### src/rtl/alu_pkg.sv
// alu_pkg: shared widths, ALU opcode constants and controller state encoding
package alu_pkg;

   localparam int SIZEDATA_DEF = 8;
   localparam int SIZEOP_DEF   = 6;

   localparam logic [SIZEOP_DEF-1:0] OP_ADD = 6'b100000;
   localparam logic [SIZEOP_DEF-1:0] OP_SUB = 6'b100010;
   localparam logic [SIZEOP_DEF-1:0] OP_AND = 6'b100100;
   localparam logic [SIZEOP_DEF-1:0] OP_OR  = 6'b100101;
   localparam logic [SIZEOP_DEF-1:0] OP_XOR = 6'b100110;
   localparam logic [SIZEOP_DEF-1:0] OP_NOR = 6'b100111;
   localparam logic [SIZEOP_DEF-1:0] OP_SRL = 6'b000010;
   localparam logic [SIZEOP_DEF-1:0] OP_SRA = 6'b000011;

   typedef enum logic [2:0] {
      S_A       = 3'd0,
      S_B       = 3'd1,
      S_OP      = 3'd2,
      S_EXEC    = 3'd3,
      S_SEND    = 3'd4,
      S_WAIT_TX = 3'd5
   } state_t;

endpackage

### src/rtl/alu_ctrl_timeout.sv
// alu_ctrl_timeout: inter-byte cycle counter; expire flags the cycle whose edge makes the count reach TIMEOUT_CYCLES-1
module alu_ctrl_timeout #(
   parameter int TIMEOUT_CYCLES = 50000000
)(
   input  logic clk,
   input  logic rst,
   input  logic clr,
   input  logic run,
   output logic expire
);
   localparam int W = $clog2(TIMEOUT_CYCLES);
   localparam logic [W-1:0] LAST = W'(TIMEOUT_CYCLES - 2);

   logic [W-1:0] cnt_q, cnt_d;

   // count only while waiting for a byte; any byte or leaving the wait restarts from zero
   always_comb begin
      cnt_d = (clr || !run) ? '0 : cnt_q + W'(1);
   end

   // counter register
   always_ff @(posedge clk or posedge rst) begin
      if (rst) cnt_q <= '0;
      else     cnt_q <= cnt_d;
   end

   assign expire = run && cnt_q == LAST;

endmodule

### src/rtl/alu_uart_ctrl.sv
// alu_uart_ctrl: collects A, B, opcode bytes from UART, runs the ALU and sends the result; ALU_CTRL_TIMEOUT_EN adds an inter-byte timeout
module alu_uart_ctrl
   import alu_pkg::*;
#(
   parameter int SIZEDATA       = SIZEDATA_DEF,
   parameter int SIZEOP         = SIZEOP_DEF,
   parameter int TIMEOUT_CYCLES = 50000000
)(
   input  logic                CLK,
   input  logic                RESET,
   input  logic [SIZEDATA-1:0] RX_DATA,
   input  logic                RX_DONE,
   input  logic                TX_DONE,
   input  logic                TX_BUSY,
   input  logic [SIZEDATA-1:0] ALU_RESULT,
   output logic [SIZEDATA-1:0] ALU_A,
   output logic [SIZEDATA-1:0] ALU_B,
   output logic [SIZEOP-1:0]   ALU_OP,
   output logic [SIZEDATA-1:0] TX_DATA,
   output logic                TX_START,
   output logic                BUSY,
   output logic                OVERRUN,
   output logic                ERROR
);
   state_t              state_q, state_d;
   logic [SIZEDATA-1:0] alu_a_q, alu_a_d, alu_b_q, alu_b_d, tx_data_q, tx_data_d;
   logic [SIZEOP-1:0]   alu_op_q, alu_op_d;
   logic                overrun_q, overrun_d, error_q, error_d;
   logic                waiting, expire;

   assign waiting = state_q == S_B || state_q == S_OP;

`ifdef ALU_CTRL_TIMEOUT_EN
   alu_ctrl_timeout #(.TIMEOUT_CYCLES(TIMEOUT_CYCLES)) u_timeout (
      .clk    (CLK),
      .rst    (RESET),
      .clr    (RX_DONE),
      .run    (waiting),
      .expire (expire)
   );
`else
   logic unused_timeout;
   assign unused_timeout = ^TIMEOUT_CYCLES;
   assign expire = 1'b0;
`endif

   // next-state and next-output logic; a byte arriving with expiry wins over the timeout
   always_comb begin
      state_d   = state_q;
      alu_a_d   = alu_a_q;
      alu_b_d   = alu_b_q;
      alu_op_d  = alu_op_q;
      tx_data_d = tx_data_q;
      overrun_d = RX_DONE && !(state_q == S_A || waiting);
      error_d   = waiting && expire && !RX_DONE;
      case (state_q)
         S_A: if (RX_DONE) begin
            alu_a_d = RX_DATA;
            state_d = S_B;
         end
         S_B: if (RX_DONE) begin
            alu_b_d = RX_DATA;
            state_d = S_OP;
         end else if (expire) state_d = S_A;
         S_OP: if (RX_DONE) begin
            alu_op_d = RX_DATA[SIZEOP-1:0];
            state_d  = S_EXEC;
         end else if (expire) state_d = S_A;
         S_EXEC: begin
            tx_data_d = ALU_RESULT;
            state_d   = S_SEND;
         end
         S_SEND:    state_d = TX_BUSY ? S_SEND : S_WAIT_TX;
         S_WAIT_TX: state_d = TX_DONE ? S_A : S_WAIT_TX;
         default:   state_d = S_A;
      endcase
   end

   // FSM state and registered outputs; reset abandons any partial transaction
   always_ff @(posedge CLK or posedge RESET) begin
      if (RESET) begin
         state_q   <= S_A;
         alu_a_q   <= '0;
         alu_b_q   <= '0;
         alu_op_q  <= '0;
         tx_data_q <= '0;
         overrun_q <= 1'b0;
         error_q   <= 1'b0;
      end else begin
         state_q   <= state_d;
         alu_a_q   <= alu_a_d;
         alu_b_q   <= alu_b_d;
         alu_op_q  <= alu_op_d;
         tx_data_q <= tx_data_d;
         overrun_q <= overrun_d;
         error_q   <= error_d;
      end
   end

   assign ALU_A    = alu_a_q;
   assign ALU_B    = alu_b_q;
   assign ALU_OP   = alu_op_q;
   assign TX_DATA  = tx_data_q;
   assign OVERRUN  = overrun_q;
   assign ERROR    = error_q;
   assign BUSY     = state_q != S_A;
   assign TX_START = state_q == S_SEND && !TX_BUSY;

endmodule

### config.mk
export PLATFORM = sky130hd
export DESIGN_NAME = alu_uart_ctrl
export DESIGN_NICKNAME = d
export VERILOG_FILES = /design/src/rtl/alu_pkg.sv /design/src/rtl/alu_ctrl_timeout.sv /design/src/rtl/alu_uart_ctrl.sv
export SDC_FILE = /design/constraint.sdc
export NUM_CORES = 1
export LEC_CHECK = 0
export BUFFER_PORTS_ARGS = -buffer_cell sky130_fd_sc_hd__buf_2
export CAP_MARGIN = 20
export CORE_ASPECT_RATIO = 1.2
export CORE_MARGIN = 8
export CORE_UTILIZATION = 47
export DETAILED_ROUTE_END_ITERATION = 8
export GPL_ROUTABILITY_DRIVEN = 0
export MAX_ROUTING_LAYER = met4
export PLACE_DENSITY = 0.78
export SLEW_MARGIN = 20
export SYNTH_ARGS = -nofsm -noshare
export SYNTH_HDL_FRONTEND = slang
export SYNTH_HIERARCHICAL = 1
export SYNTH_SLANG_ARGS = --single-unit
### constraint.sdc
create_clock -name CLK -period 1.68 [get_ports CLK]
set_input_delay 0.42 -clock CLK [delete_from_list [all_inputs] [get_ports CLK]]
set_output_delay 0.42 -clock CLK [all_outputs]
set_load 0.01 [all_outputs]
Word-level counts from Yosys, hierarchy flattened
Index checks and enable logic that the tools add are counted.

storage, ports and cells
  bits of input ports = 21
  word-level logic and storage cells = 32
  flip-flop bits (word level) = 34
  output and inout bits = 34

operators by class
  eq/ne operators = 8
  muxes and demuxes = 6
  reduce and logical (&&, ||, !) cells = 12

operators by type and width
  kind                count
  $pmux 3 s6          1
  $mux 3              4
  $eq 3x2->1 const B  2
  $eq 3x3->1 const B  2
  $ne 2x2->1 const B  3
  $reduce_and 2->1    3
  $eq 3x1->1 const B  1
  $logic_not 3->1     1
  $reduce_and 3->1    1
  $reduce_bool 3->1   1
  $logic_and 1x1->1   2
  $logic_not 1->1     2
  $logic_or 1x1->1    2
  $mux 1              1

Logic depth before layout (Yosys ltp)
  depth after elaboration = 5
  gate-level depth with buffers = 4
  gate-level depth less buffers = 2

Least setup slack after synthesis
No wires, ideal clock.

  path kind = flip-flop to flip-flop
  from = reg state_q[2]
  to = reg alu_a_q[0] (netlist: ALU_A[0])
  stages on the path, launching flop included = 4
  library setup time = 0.125 ns
  buffers on the path = 1
  data arrival time = 1.330 ns
  period minus slack after synthesis = 1.455 ns
  required time = 1.555 ns
  slack = 0.225 ns
  cell sequence = dfrtp_1 buf_6 nor4b_4 mux2_2

on the way
  word-level cells in the longest chain between the ends = 2

RTL lines
  element                            RTL line             RTL
  start: declaration                 alu_uart_ctrl.sv:25  state_t state_q, state_d;
  start signal: assignment           alu_uart_ctrl.sv:90  state_q <= state_d;
  $logic_not 3->1                    alu_uart_ctrl.sv:56  case (state_q)
  $reduce_and 2->1 (no source line)  --
  end signal: assignment             alu_uart_ctrl.sv:91  alu_a_q <= alu_a_d;
  end: declaration                   alu_uart_ctrl.sv:26  logic [SIZEDATA-1:0] alu_a_q, alu_a_d, alu_b_q, alu_b_d, tx_data_q, tx_data_d;

Every way passes these cells.
A chain may end at the register's enable or synchronous reset.

Worst setup path in the final report
  from = reg state_q[2]
  to = out BUSY

on the way
  word-level cells in the longest chain between the ends = 1

RTL lines
  element            RTL line              RTL
  $reduce_bool 3->1  alu_uart_ctrl.sv:106  assign BUSY = state_q != S_A;
  end: declaration   alu_uart_ctrl.sv:21   output logic BUSY,

Every way passes these cells.

==> results.toml <==
[timing]
timing.final.crit_share_pct = 102
fmax_ghz = 0.585
setup_slack_ps = -30.5
finalMaxSlewViolations = 0
setup_repair_after_global_routing_missed_its_margin = "true"
timing.final.crit_period_ps = 1710
hold_ws_ps = 165
final-hold-violation-count = 0
finalSetupViolCount = 2
fin_worst_skew_ps = 15.5

[placed_design]
numPortBuffers = 53
dp_slack_ps = 143
hpwl_microns = 2340
postPlaceCellArea_sq_um = 1700
dp.cells = 176

[clock_tree]
clock-root-buffer = "sky130_fd_sc_hd__clkbuf_4"
numCtsBuffers = 5
cts.sink_count = 34
clkLatencyLatePin_ps = 340
clockBufferDepth = 2
cts_hold_repair.buffers = 0
clk_transition_reported_paths_ps = 110
cts.htree.levels = 2
tritoncts = "yes"

[pwr]
leakage_nw = 0.937
power.density_nw_per_um2 = 2080
irDropWorstVdd_v = 0.00115

[logic_synthesis]
synthAdderAreaFrac_pct = 0
synth-warning-count = 6
synth_cell_type_count = 23
syn-cell-area_sq_um = 1410
synth.avg_cell_area_sq_um = 15.5
simple_gate_area_share_of_the_yosys_netlist_pct = 8.54
synth_area_in_compound_gates_pct = 2.22
ys_seq_elements = 34
synth_sequential_area_ratio_pct = 60.5
synth.mux.area_fraction_pct = 24.7
synthXorXnorAreaFrac_pct = 0
count_of_mapped_cells_out_of_synthesis = 91
nets_in_the_synthesized_netlist = 112
main_combinational_cell_family_by_area_after_synthesis = "multiplexers"

[worst_setup_path]
worst_ep_required_time_ps = 1260
crit_type = "reg2out"
critPathArrivalTime_ps = 1290
end_kind = "output port"
path_max_fanout = 2
cp-start-kind = "register"

[route]
detail-route-antenna-nets = 0
drt-total-wl_microns = 3380
avg_wl_per_cell_microns = 17.8
detailedRoute.firstIterationViolations = 16
firstDrtPassIters = 5
post-route-drc-count = 0
num_vias = 962
route.detailed.vias_per_inst = 5.06

[min_path]
timing.hold.worst.class = "in2async"

[floorplanning]
die_footprint_sq_um = 5010
std_cell_rows = 21
die_h_microns = 75.9
chipWidth_microns = 65.9
initial_core_util_pct = 50.0
design.core.area_sq_um = 2810
design.portCount = 55

[layout]
antennaDiodeCount = 0
syn2layout_area_growth_pct = 34.2
postLayoutCoreUtil_pct = 67.1
layout.cell_area.non_filler_sq_um = 1890
post_route_cells_drive_above_1_share_pct = 71.8
fin_cells = 190
finish.net_count = 176

[grt]
grt_start_max_net_pins = 35
grt_first_pass_wirelength_microns = 5330
grt.overflow.total = 0
grt_util_all_layers_pct = 14.4
vias_in_the_first_global_route = 1083
antenna_found_initial = 0

[flow_run]
maxCapViolations = 0

[status]
violations = "negative setup slack"
outcome = "finished, violations left"
Yosys cell counts (all sizes together):
master | count | area share, %
and4bb | 2 | 1.8
nor2b | 1 | 0.45
a21oi | 2 | 0.71
mux2i | 1 | 0.71
or2b | 1 | 0.53
and2b | 1 | 0.62
a211o | 1 | 0.62
or3 | 1 | 0.53
dfrtp | 34 | 60
nand3b | 2 | 1.3
nor4b | 2 | 2.3
a21o | 1 | 0.53
nor4 | 1 | 0.45
buf | 6 | 3.2
inv | 2 | 0.53
nor3b | 1 | 0.53
o21ai | 1 | 0.36
mux2 | 30 | 24
conb | 1 | 0.27
critical path: stages, from the launching register on:
cell                      delay [ps]
sky130_fd_sc_hd__dfrtp_2         440
sky130_fd_sc_hd__or3_4           390
sky130_fd_sc_hd__buf_6           130
worst paths after layout:
check	start	to	slack (ps)	depth (start not counted)
worst min register to register	TX_DATA[6]$_DFFE_PP0P_	TX_DATA[6]$_DFFE_PP0P_	510	1
worst max register to register	state_q[1]$_DFFE_PP0P_	ALU_A[4]$_DFFE_PP0P_	50	5
max in group asynchronous	RESET	state_q[0]$_DFFE_PP0P_	1180	3
worst max-delay path	state_q[2]$_DFFE_PP0P_	BUSY	-30	2
worst min-delay path	RESET	TX_DATA[4]$_DFFE_PP0P_	170	3
min in group CLK	ALU_RESULT[3]	TX_DATA[3]$_DFFE_PP0P_	300	2
cells by family after synthesis:
| kind of cell | Yosys count |
|---|---|
| flip-flops | 34 |
| AND/OR/NAND/NOR | 12 |
| multiplexers | 31 |
| buffers and inverters | 8 |
| other | 1 |
| AO/OA/AOI/OAI | 5 |
sequential cells by signal, indices dropped and copies added (netlist names):
register  cells
OVERRUN       1
ALU_OP        6
state_q       3
ALU_B         8
TX_DATA       8
ALU_A         8
what timing repair did:
item	CTS	global route
resized for setup	9	10
hold endpoints to repair	0	0
pin swaps	1	1
setup buffers	5	1
setup endpoints to repair	2	10
routing by layer:
metal  GRT usage, %  wire, microns
met3           5.00            140
met1           13.6           1230
met5              -              0
met2           25.2           1960
met4           6.21             46
per-stage QoR:
step                      power, W  setup TNS, ps
after floorplan            0.00246              0
after global placement     0.00299              0
after detailed placement   0.00306              0
after CTS                  0.00382          -65.3
after global routing       0.00415           -156
final                      0.00392          -54.2
layout make-up:
class                      count  area [sq um]
inverter                       2          7.51
tap                           34          42.5
sequential                    34           855
clock inverter                 3          40.0
multi-input combinational     49           547
clock buffer                   5          37.5
timing repair buffer          63           358
fill                         224           925
where the power goes:
part	switching, W	internal [W]
Combinational	0.000814	0.00105
Clock	0.000283	0.000308
Sequential	0.000222	0.00124
Total	0.00132	0.00260
layout by cell type (no fill, tap or decap), types with 2 or more instances in the layout:
master,synthesis,layout
sky130_fd_sc_hd__dfrtp_2,0,3
sky130_fd_sc_hd__dfrtp_1,34,31
sky130_fd_sc_hd__buf_4,1,7
sky130_fd_sc_hd__clkinv_2,0,2
sky130_fd_sc_hd__mux2_4,0,8
sky130_fd_sc_hd__buf_6,2,4
sky130_fd_sc_hd__mux2_2,30,22
sky130_fd_sc_hd__a21oi_1,2,2
sky130_fd_sc_hd__buf_2,3,52
sky130_fd_sc_hd__clkbuf_4,0,5
Note: power is estimated with default switching activity, not from simulation.
